$ cat src/rtl/temp_fmt_pkg.sv
// Shared types and helpers for the temperature BCD formatter: FSM states,
// widths and the double-dabble step used by the sequential converter.
package temp_fmt_pkg;

  localparam int BIN_W    = 8;
  localparam int BCD_W    = 12;
  localparam int DD_W     = BCD_W + BIN_W;
  localparam int DD_STEPS = 8;

  typedef enum logic [1:0] {
    ST_IDLE   = 2'd0,
    ST_CONV_C = 2'd1,
    ST_CONV_F = 2'd2,
    ST_COMMIT = 2'd3
  } state_e;

  // One double-dabble iteration: adjust every BCD nibble >= 5, then shift left.
  function automatic logic [DD_W-1:0] dd_step(input logic [DD_W-1:0] v);
    logic [DD_W-1:0] r;
    r = v;
    for (int i = 0; i < 3; i++) begin
      if (r[BIN_W + 4*i +: 4] >= 4'd5) begin
        r[BIN_W + 4*i +: 4] = r[BIN_W + 4*i +: 4] + 4'd3;
      end else begin
        r[BIN_W + 4*i +: 4] = r[BIN_W + 4*i +: 4];
      end
    end
    return {r[DD_W-2:0], 1'b0};
  endfunction

  function automatic logic [1:0] digit_count(input logic [BIN_W-1:0] v);
    if (v < 8'd10) begin
      return 2'd1;
    end else if (v < 8'd100) begin
      return 2'd2;
    end else begin
      return 2'd3;
    end
  endfunction

endpackage

$ cat src/rtl/bin8_to_bcd_seq.sv
// Sequential 8-bit binary to 3-digit BCD converter. A start pulse loads the
// operand and performs the first step; done is high once all steps are done.
module bin8_to_bcd_seq
  import temp_fmt_pkg::*;
(
  input  logic             clk,
  input  logic             rst,
  input  logic             start_i,
  input  logic [BIN_W-1:0] bin_i,
  output logic             done_o,
  output logic [BCD_W-1:0] bcd_o
);

  localparam logic [3:0] LAST_STEP = 4'(DD_STEPS);

  logic [DD_W-1:0] sh_q, sh_d;
  logic [3:0]      cnt_q, cnt_d;

  // Next shift-register contents and step count.
  always_comb begin
    sh_d  = sh_q;
    cnt_d = cnt_q;
    if (start_i) begin
      sh_d  = dd_step({{BCD_W{1'b0}}, bin_i});
      cnt_d = 4'd1;
    end else if ((cnt_q != 4'd0) && (cnt_q < LAST_STEP)) begin
      sh_d  = dd_step(sh_q);
      cnt_d = cnt_q + 4'd1;
    end else begin
      sh_d  = sh_q;
      cnt_d = cnt_q;
    end
  end

  // State registers with synchronous reset.
  always_ff @(posedge clk) begin
    if (rst) begin
      sh_q  <= {DD_W{1'b0}};
      cnt_q <= 4'd0;
    end else begin
      sh_q  <= sh_d;
      cnt_q <= cnt_d;
    end
  end

  assign done_o = (cnt_q == LAST_STEP);
  assign bcd_o  = sh_q[DD_W-1 -: BCD_W];

endmodule

$ cat src/rtl/temp_bcd_formatter.sv
// Debounces Celsius/Fahrenheit readings, converts accepted values to BCD with
// one shared double-dabble engine and publishes them atomically with a pulse.
module temp_bcd_formatter
  import temp_fmt_pkg::*;
#(
  parameter int unsigned SAMPLE_DIV = 250000,
  parameter int unsigned STABLE_CNT = 3
) (
  input  logic              clk,
  input  logic              rst,
  input  logic [BIN_W-1:0]  temp_c,
  input  logic [BIN_W-1:0]  temp_f,
  output logic [BCD_W-1:0]  c_bcd,
  output logic [BCD_W-1:0]  f_bcd,
  output logic [1:0]        c_digits,
  output logic [1:0]        f_digits,
  output logic              valid,
  output logic              update
);

  localparam int         PW     = (SAMPLE_DIV > 1) ? $clog2(SAMPLE_DIV) : 1;
  localparam logic [PW-1:0] P_LAST = PW'(SAMPLE_DIV - 1);
  localparam logic [3:0] S_TGT  = 4'(STABLE_CNT);

  logic [PW-1:0]        pcnt_q, pcnt_d;
  logic [2*BIN_W-1:0]   prev_q, prev_d, cand_q, cand_d, work_q, work_d;
  logic [2*BIN_W-1:0]   committed_q, committed_d, live_s;
  logic [3:0]           stab_q, stab_d;
  logic                 req_q, req_d, pending_q, pending_d;
  state_e               state_q, state_d;
  logic [BCD_W-1:0]     c_res_q, c_res_d, f_res_q, f_res_d;
  logic [BCD_W-1:0]     c_bcd_q, c_bcd_d, f_bcd_q, f_bcd_d;
  logic [1:0]           c_dig_q, c_dig_d, f_dig_q, f_dig_d;
  logic                 valid_q, valid_d, update_q, update_d;
  logic                 tick_s, reach_s, req_s, start_s, done_s;
  logic [BIN_W-1:0]     bin_s;
  logic [BCD_W-1:0]     bcd_s;

  assign live_s = {temp_c, temp_f};
  assign tick_s = (pcnt_q == P_LAST);

  bin8_to_bcd_seq u_dd (
    .clk     (clk),
    .rst     (rst),
    .start_i (start_s),
    .bin_i   (bin_s),
    .done_o  (done_s),
    .bcd_o   (bcd_s)
  );

  // Prescaler, debounce, request generation and conversion sequencing.
  always_comb begin
    pcnt_d      = pcnt_q;
    prev_d      = prev_q;
    stab_d      = stab_q;
    cand_d      = cand_q;
    pending_d   = pending_q;
    state_d     = state_q;
    work_d      = work_q;
    c_res_d     = c_res_q;
    f_res_d     = f_res_q;
    committed_d = committed_q;
    c_bcd_d     = c_bcd_q;
    f_bcd_d     = f_bcd_q;
    c_dig_d     = c_dig_q;
    f_dig_d     = f_dig_q;
    valid_d     = valid_q;
    update_d    = 1'b0;
    start_s     = 1'b0;
    bin_s       = work_q[BIN_W-1:0];

    if (tick_s) begin
      pcnt_d = {PW{1'b0}};
      prev_d = live_s;
      if (live_s == prev_q) begin
        stab_d = (stab_q == S_TGT) ? stab_q : stab_q + 4'd1;
      end else begin
        stab_d = 4'd1;
      end
    end else begin
      pcnt_d = pcnt_q + PW'(1);
    end

    reach_s = tick_s && (stab_d == S_TGT) && ((stab_q != S_TGT) || (S_TGT == 4'd1));
    req_s   = reach_s && ((live_s != committed_q) || !valid_q);
    req_d   = req_s;
    // Only accepted values reach cand, so a queued request never converts noise.
    if (req_s) begin
      cand_d = live_s;
    end else begin
      cand_d = cand_q;
    end

    if (req_q && (state_q != ST_IDLE)) begin
      pending_d = 1'b1;
    end else begin
      pending_d = pending_q;
    end

    case (state_q)
      ST_IDLE: begin
        if (req_q || pending_q) begin
          state_d   = ST_CONV_C;
          work_d    = cand_q;
          start_s   = 1'b1;
          bin_s     = cand_q[2*BIN_W-1:BIN_W];
          pending_d = 1'b0;
        end else begin
          state_d = ST_IDLE;
        end
      end
      ST_CONV_C: begin
        if (done_s) begin
          c_res_d = bcd_s;
          start_s = 1'b1;
          bin_s   = work_q[BIN_W-1:0];
          state_d = ST_CONV_F;
        end else begin
          state_d = ST_CONV_C;
        end
      end
      ST_CONV_F: begin
        if (done_s) begin
          f_res_d = bcd_s;
          state_d = ST_COMMIT;
        end else begin
          state_d = ST_CONV_F;
        end
      end
      ST_COMMIT: begin
        c_bcd_d     = c_res_q;
        f_bcd_d     = f_res_q;
        c_dig_d     = digit_count(work_q[2*BIN_W-1:BIN_W]);
        f_dig_d     = digit_count(work_q[BIN_W-1:0]);
        committed_d = work_q;
        valid_d     = 1'b1;
        update_d    = 1'b1;
        state_d     = ST_IDLE;
      end
      default: begin
        state_d = ST_IDLE;
      end
    endcase
  end

  // State and output registers; reset also discards any conversion in flight.
  always_ff @(posedge clk) begin
    if (rst) begin
      pcnt_q      <= {PW{1'b0}};
      prev_q      <= {2*BIN_W{1'b0}};
      stab_q      <= 4'd0;
      req_q       <= 1'b0;
      cand_q      <= {2*BIN_W{1'b0}};
      pending_q   <= 1'b0;
      state_q     <= ST_IDLE;
      work_q      <= {2*BIN_W{1'b0}};
      c_res_q     <= {BCD_W{1'b0}};
      f_res_q     <= {BCD_W{1'b0}};
      committed_q <= {2*BIN_W{1'b0}};
      c_bcd_q     <= {BCD_W{1'b0}};
      f_bcd_q     <= {BCD_W{1'b0}};
      c_dig_q     <= 2'd0;
      f_dig_q     <= 2'd0;
      valid_q     <= 1'b0;
      update_q    <= 1'b0;
    end else begin
      pcnt_q      <= pcnt_d;
      prev_q      <= prev_d;
      stab_q      <= stab_d;
      req_q       <= req_d;
      cand_q      <= cand_d;
      pending_q   <= pending_d;
      state_q     <= state_d;
      work_q      <= work_d;
      c_res_q     <= c_res_d;
      f_res_q     <= f_res_d;
      committed_q <= committed_d;
      c_bcd_q     <= c_bcd_d;
      f_bcd_q     <= f_bcd_d;
      c_dig_q     <= c_dig_d;
      f_dig_q     <= f_dig_d;
      valid_q     <= valid_d;
      update_q    <= update_d;
    end
  end

  assign c_bcd    = c_bcd_q;
  assign f_bcd    = f_bcd_q;
  assign c_digits = c_dig_q;
  assign f_digits = f_dig_q;
  assign valid    = valid_q;
  assign update   = update_q;

endmodule
$ cat config.mk
export PLATFORM = sky130hd
export DESIGN_NAME = temp_bcd_formatter
export DESIGN_NICKNAME = d
export VERILOG_FILES = /design/src/rtl/temp_fmt_pkg.sv /design/src/rtl/bin8_to_bcd_seq.sv /design/src/rtl/temp_bcd_formatter.sv
export SDC_FILE = /design/constraint.sdc
export NUM_CORES = 1
export LEC_CHECK = 0
export BUFFER_PORTS_ARGS = -buffer_cell sky130_fd_sc_hd__buf_2
export CAP_MARGIN = 30
export CORE_UTILIZATION = 57
export DETAILED_ROUTE_END_ITERATION = 6
export PLACE_DENSITY = 0.78
export RECOVER_POWER = 25
export SLEW_MARGIN = 20
export SYNTH_ARGS = -nofsm -noshare
export SYNTH_HDL_FRONTEND = slang
export SYNTH_HIERARCHICAL = 1
export SYNTH_SLANG_ARGS = --single-unit
$ cat constraint.sdc
create_clock -name clk -period 3.2 [get_ports clk]
set_clock_uncertainty 0.2 [all_clocks]
set_input_delay 0.32 -clock clk [delete_from_list [all_inputs] [get_ports clk]]
set_output_delay 0.32 -clock clk [all_outputs]
set_load 0.1 [all_outputs]
# Yosys cells after proc, flatten, opt, wreduce, memory -nomap -nowiden
# Cells that the tools add are included.
dict set report word_totals {
  reg_bits 167
  in_bits 18
  word_cells 89
}
dict set report op_classes {
  addsub 6
  magnitude_cmp 8
  eq_ne 10
  n_mux 27
  reduce_logical 17
}
# operator n
set op_table {}
lappend op_table {{$mux 4} 5}
lappend op_table {{$add 18x1->18 const B} 1}
lappend op_table {{$eq 18x18->1 const B} 1}
lappend op_table {{$mux 9} 2}
lappend op_table {{$eq 16x16->1} 1}
lappend op_table {{$lt 8x4->1 const B} 2}
lappend op_table {{$lt 8x7->1 const B} 2}
lappend op_table {{$mux 8} 2}
lappend op_table {{$ne 16x16->1} 1}
lappend op_table {{$ge 4x3->1 const B} 3}
lappend op_table {{$mux 1} 12}
lappend op_table {{$add 4x1->4 const B} 2}
lappend op_table {{$add 4x2->4 const B} 2}
lappend op_table {{$eq 4x2->1 const B} 2}
lappend op_table {{$pmux 2 s4} 1}
lappend op_table {{$mux 2} 3}
lappend op_table {{$reduce_and 2->1} 3}
lappend op_table {{$logic_and 1x1->1} 5}
lappend op_table {{$eq 2x2->1 const B} 2}
lappend op_table {{$eq 4x4->1 const B} 1}
lappend op_table {{$lt 4x4->1 const B} 1}
lappend op_table {{$ne 4x2->1 const B} 1}
lappend op_table {{$reduce_bool 2->1} 2}
lappend op_table {{$reduce_bool 4->1} 1}
lappend op_table {{other kinds (8)} 10}

# Logic depth before layout (Yosys ltp)
dict set report logic_depth {
  word_depth 8
  ltp_mapped 14
  depth_no_buf 10
}

# Modules after synthesis
# The synthesis kept the hierarchy.
# mod instances cells_each area_each_um2 seq_area_each_um2
set modules_own_cells {}
lappend modules_own_cells {temp_bcd_formatter 1 708 5764.3 2882.8}
lappend modules_own_cells {bin8_to_bcd_seq 1 157 1277.5 460.4}

# Least setup slack after synthesis
# No wires, ideal clock.
dict set report synth_path {
  path_kind {register to register}
  start {reg u_dd.cnt_q[0]}
  end {reg u_dd.sh_q[18]}
  setup_time_ns 0.062
  arrival_time_ns 2.672
  required_time_ns 2.938
  slack_ns 0.266
  stages_incl_launch_ff 15
  cell_sequence {dfxtp_1 > inv_1 > ha_1 > nor2b_2 > and2_1 > nand2_1 > or2_2 > clkbuf_1 > clkbuf_1 > nand2_1 > or2_1 > buf_6 > buf_6 > or4_1 > nand3_1}
}
dict set report synth_via {
  elab_chain_len 4
  word_cells_on_any_way 7
}
# item line
set synth_lines {}
lappend synth_lines {{start, declared} bin8_to_bcd_seq.sv:17} ;# logic [3:0] cnt_q, cnt_d;
lappend synth_lines {{start signal, assigned} bin8_to_bcd_seq.sv:42} ;# cnt_q <= cnt_d;
lappend synth_lines {{$eq 4x4->1} bin8_to_bcd_seq.sv:46} ;# assign done_o = (cnt_q == LAST_STEP);
lappend synth_lines {{net done_s} temp_bcd_formatter.sv:35} ;# logic tick_s, reach_s, req_s, start_s, done_s;
lappend synth_lines {{$mux 1} temp_bcd_formatter.sv:113} ;# if (done_s) begin
lappend synth_lines {{$pmux 1 s2} temp_bcd_formatter.sv:100} ;# case (state_q)
lappend synth_lines {{net start_s} temp_bcd_formatter.sv:35}
lappend synth_lines {{$reduce_or 2->1 (no source line)} --}
lappend synth_lines {{end signal, assigned} bin8_to_bcd_seq.sv:38} ;# sh_q <= {DD_W{1'b0}};
lappend synth_lines {{end, declared} bin8_to_bcd_seq.sv:16} ;# logic [DD_W-1:0] sh_q, sh_d;
# The timed path passes the listed nets, and every way through them passes these cells.
# A chain may end at the register's enable or synchronous reset.

# Worst setup path in the final report
dict set report layout_path {
  start {reg pcnt_q[4]}
  end {reg cand_q[15]}
}
dict set report layout_via {
  elab_chain_len 6
}
# item line
set layout_lines {}
lappend layout_lines {{start, declared} temp_bcd_formatter.sv:25} ;# logic [PW-1:0] pcnt_q, pcnt_d;
lappend layout_lines {{start signal, assigned} temp_bcd_formatter.sv:149} ;# pcnt_q <= {PW{1'b0}};
lappend layout_lines {{start signal, assigned} temp_bcd_formatter.sv:167} ;# pcnt_q <= pcnt_d;
lappend layout_lines {{$eq 18x18->1 *} temp_bcd_formatter.sv:40} ;# assign tick_s = (pcnt_q == P_LAST);
lappend layout_lines {{$mux 4} temp_bcd_formatter.sv:72} ;# if (tick_s) begin
lappend layout_lines {{$eq 4x2->1} temp_bcd_formatter.sv:84} ;# reach_s = tick_s && (stab_d == S_TGT) && ((stab_q != S_TGT) || (S_TGT == 4'd1));
lappend layout_lines {{$logic_and 1x1->1 * (2 in series)} temp_bcd_formatter.sv:84}
lappend layout_lines {{$logic_and 1x1->1 *} temp_bcd_formatter.sv:85} ;# req_s = reach_s && ((live_s != committed_q) || !valid_q);
lappend layout_lines {{end signal, assigned} temp_bcd_formatter.sv:153} ;# cand_q <= {2*BIN_W{1'b0}};
lappend layout_lines {{end signal, assigned} temp_bcd_formatter.sv:171} ;# cand_q <= cand_d;
lappend layout_lines {{end, declared} temp_bcd_formatter.sv:26} ;# logic [2*BIN_W-1:0] prev_q, prev_d, cand_q, cand_d, work_q, work_d;
# Mark *: on every way between the ends. The rest lies on a longest branch, timed or not.

==> metrics.md <==
| Metric | Value |
|---|---|
| Failing checks | `max-capacitance violations, max-slew violations` |
| Most frequent cells in the layout | `nand2_1, dfxtp_1, a21oi_1` |
| Ant diodes | `0` |
| Initial antenna violation count | `0` |
| H-tree Lvls | `4` |
| # hold bufs at CTS | `13` |
| Die width | `roughly 110 um` |
| Max FO, Critical Path | `20` |
| Syn avg cell area | `around 8 um^2` |
| CP max stage cell | `or4_4` |
| Crit path cell chain | `nand4b_1 > or3_4 > or4_4 > o21bai_4 > a22oi_4 > o21ai_0 > a21oi_1` |
| Core area | `~0.012 mm^2` |
| Status | `finished, violations left` |
| Final setup violation count | `0` |
| Reg clk slew, reported paths | `~0.06 ns` |
| Vias in the first global route | `approximately 5300` |
| CP Data Required Time | `3.35 ns` |
| Vias per cell | `between 5 and 6` |
| Nets | `between 900 and 1000` |
| Yosys reg bits | `around 170` |
| Longest Clk Path Bufs | `2` |
| Gpl congestion | `between 0.8 and 0.9` |
| Pwr Total | `around 0.0044 W` |
| Setup TNS | `0 ns` |
| Part of the Yosys area used for sequential elements | `0.475` |
| Fmax | `~0.33 GHz` |
| Final Max Tran Viols | `49` |
| Worst EP arrival | `3.15 ns` |
| Unrepaired setup endpoints after global routing | `no` |
| Synthesis-to-layout area growth | `12.9%` |
| WL per Instance | `roughly 15 um` |
| Post-DP HPWL | `10100 um` |
| Largest net degree at the start of global routing | `between 40 and 50` |
| Port Buffers | `47` |
| Largest stage delay, worst path | `0.67 ns` |
| DR pass1 iterations | `5` |
| Clock sinks | `~170` |
| Ports | `48` |
| Post-synth cell types | `between 50 and 60` |
| Async SR Flop Fraction | `0` |
| DRT iter0 DRCs | `620` |
| Die area | `0.0128 mm^2` |
| Mapped Area | `~0.007 mm^2` |
| Final hold slack | `~0.017 ns` |
| Post-synth EDFFs | `0` |
| Root Driver | `clkbuf_16` |
| Setup Fix Bufs, Post-CTS | `0` |
| Final Cycle Share | `0.935` |
| Pwr dens | `about 560 mW/mm^2` |
| Adder-Cell Fraction of Synth Area | `0.0178` |
| CTS tree | `done` |
| Routed WL | `15700 um` |
| Min cycle time layout | `about 3.0 ns` |
| Compound-cell area share of the yosys netlist | `0.145` |
| Syn Nets | `just under 900` |
| DRT antenna net count | `0` |
| # rows | `40` |
| Total grt overflow | `0` |
| Mux contribution to synthesized area | `0` |
| Max-Cap Viols | `1` |
| Final-report hold violation count | `0` |
| Clock latency on the worst-skew pair | `0.43 ns` |
| DRC viols | `0` |
| Simple-Gate Fraction of Synth Area | `0.246` |
| Main synth FF type | `dfxtp_1` |
| Commonest non-fill, non-tap cell in the layout | `nand2_1` |
| Crit. End Element | `register` |
| Critical Path Source Type | `register` |
| First-pass GRT wire length | `around 26000 um` |
| Hold Path Class | `input pin to register` |
| Worst setup path category | `register to register` |
| Static leakage | `roughly 2.8 nW` |
| Slew @ Worst Pin | `2.07 ns` |
| YS warnings | `6` |
| Post-CTS sizing | `0` |
| Peak supply drop | `roughly 430 uV` |
| Die height | `113 um` |
| Vias | `a little under 6000` |
| Max_slew headroom | `-0.378` |
| Main combinational cell family by area after synthesis | `simple AND/OR/NAND/NOR gates` |
| XOR/XNOR Fraction of Synth Area | `0.0634` |
| Initial Util | `0.586` |
| GRT Util Overall | `0.253` |
| Total CTS buffers | `17` |
| Layout cells sized above 1 | `0.0805` |
| Post-Synthesis Cells | `865` |
cells by family after synthesis:
| group | count (synthesis) |
|---|---|
| flops | 167 |
| compound gates | 179 |
| fa+ha+maj | 10 |
| buf+inv | 73 |
| simple gates | 385 |
| xor+xnor | 51 |
metal layers:
metal,global-route usage,vias to the layer above,wire length (um)
met4,0.0833,0,184
met5,0,-,0
met2,0.380,166,7170
met1,0.359,2777,7500
li1,-,2981,-
met3,0.0589,21,819
report_power, final:
part           internal (W)  switching, W
sequential          0.00209     0.0000170
clock               0.00137      0.000793
combinational     0.0000587      0.000118
total               0.00352      0.000928
metrics by stage:
stage          utilization  instances  cell area (um^2)  worst slack (ns)
6_report             0.662       1054              7950             0.208
5_1_grt              0.662       1054              7950            0.0750
4_1_cts              0.665       1053              7990             0.242
3_5_place_dp         0.601       1008              7220             0.317
3_3_place_gp         0.601       1008              7220             0.377
2_1_floorplan            -        865              7040             0.266
synth_stat cells (3+ instances only):
| cell | number | area [um^2] |
|---|---|---|
| and3_1 | 5 | 31.3 |
| or4_1 | 6 | 45.0 |
| a311oi_1 | 7 | 61.3 |
| xor2_1 | 40 | 350 |
| clkbuf_1 | 36 | 135 |
| buf_4 | 13 | 97.6 |
| nor3_1 | 6 | 30.0 |
| inv_1 | 12 | 45.0 |
| nand3_1 | 32 | 160 |
| nor2_1 | 52 | 195 |
| ha_1 | 10 | 125 |
| buf_2 | 3 | 15.0 |
| o21ai_0 | 18 | 90.1 |
| xnor2_1 | 11 | 96.3 |
| nand4_1 | 12 | 75.1 |
| o21ai_1 | 9 | 45.0 |
| a211oi_1 | 3 | 22.5 |
| buf_6 | 6 | 67.6 |
| nor4_1 | 12 | 75.1 |
| a31oi_1 | 3 | 18.8 |
| nand2_1 | 229 | 860 |
| and2_1 | 3 | 18.8 |
| a21oi_1 | 126 | 631 |
| nand2b_1 | 5 | 31.3 |
| dfxtp_1 | 167 | 3340 |
area by class of cell:
| class | count | area [um^2] |
|---|---|---|
| Timing Repair Buffer | 71 | 415 |
| Tap cell | 147 | 184 |
| Sequential cell | 167 | 3340 |
| Inverter | 12 | 45.0 |
| Fill cell | 1004 | 4060 |
| Clock inverter | 6 | 110 |
| Clock buffer | 26 | 529 |
| Multi-Input combinational cell | 625 | 3330 |
sequential cells by signal, summed over array words and instances (netlist names), 2 cells and up, named ones only:
register,cells
c_bcd,12
c_digits,2
c_res_q,12
cand_q,16
committed_q,16
f_bcd,12
f_digits,2
f_res_q,12
pcnt_q,18
prev_q,16
stab_q,4
u_dd/cnt_q,4
u_dd/sh_q,19
work_q,16
critical path, delay by kind of cell (launching register included):
family          cells  cell delay (ns)
compound gates      4             1.08
flops               1             0.37
simple gates        3             1.24
path summary, 6_finish.rpt:
kind / slack [ns] / cells past startpoint / to / from
hold reg to reg: 0.25 / 2 / c_bcd[11]$_SDFFE_PP0P_ / c_bcd[11]$_SDFFE_PP0P_
setup / recovery: 0.21 / 7 / cand_q[15]$_SDFFE_PP0P_ / pcnt_q[4]$_SDFF_PP0_
hold / removal: 0.02 / 3 / cand_q[8]$_SDFFE_PP0P_ / temp_c[0]
setup reg to reg: 0.21 / 7 / cand_q[15]$_SDFFE_PP0P_ / pcnt_q[4]$_SDFF_PP0_
(Power assumes the default switching activity.)
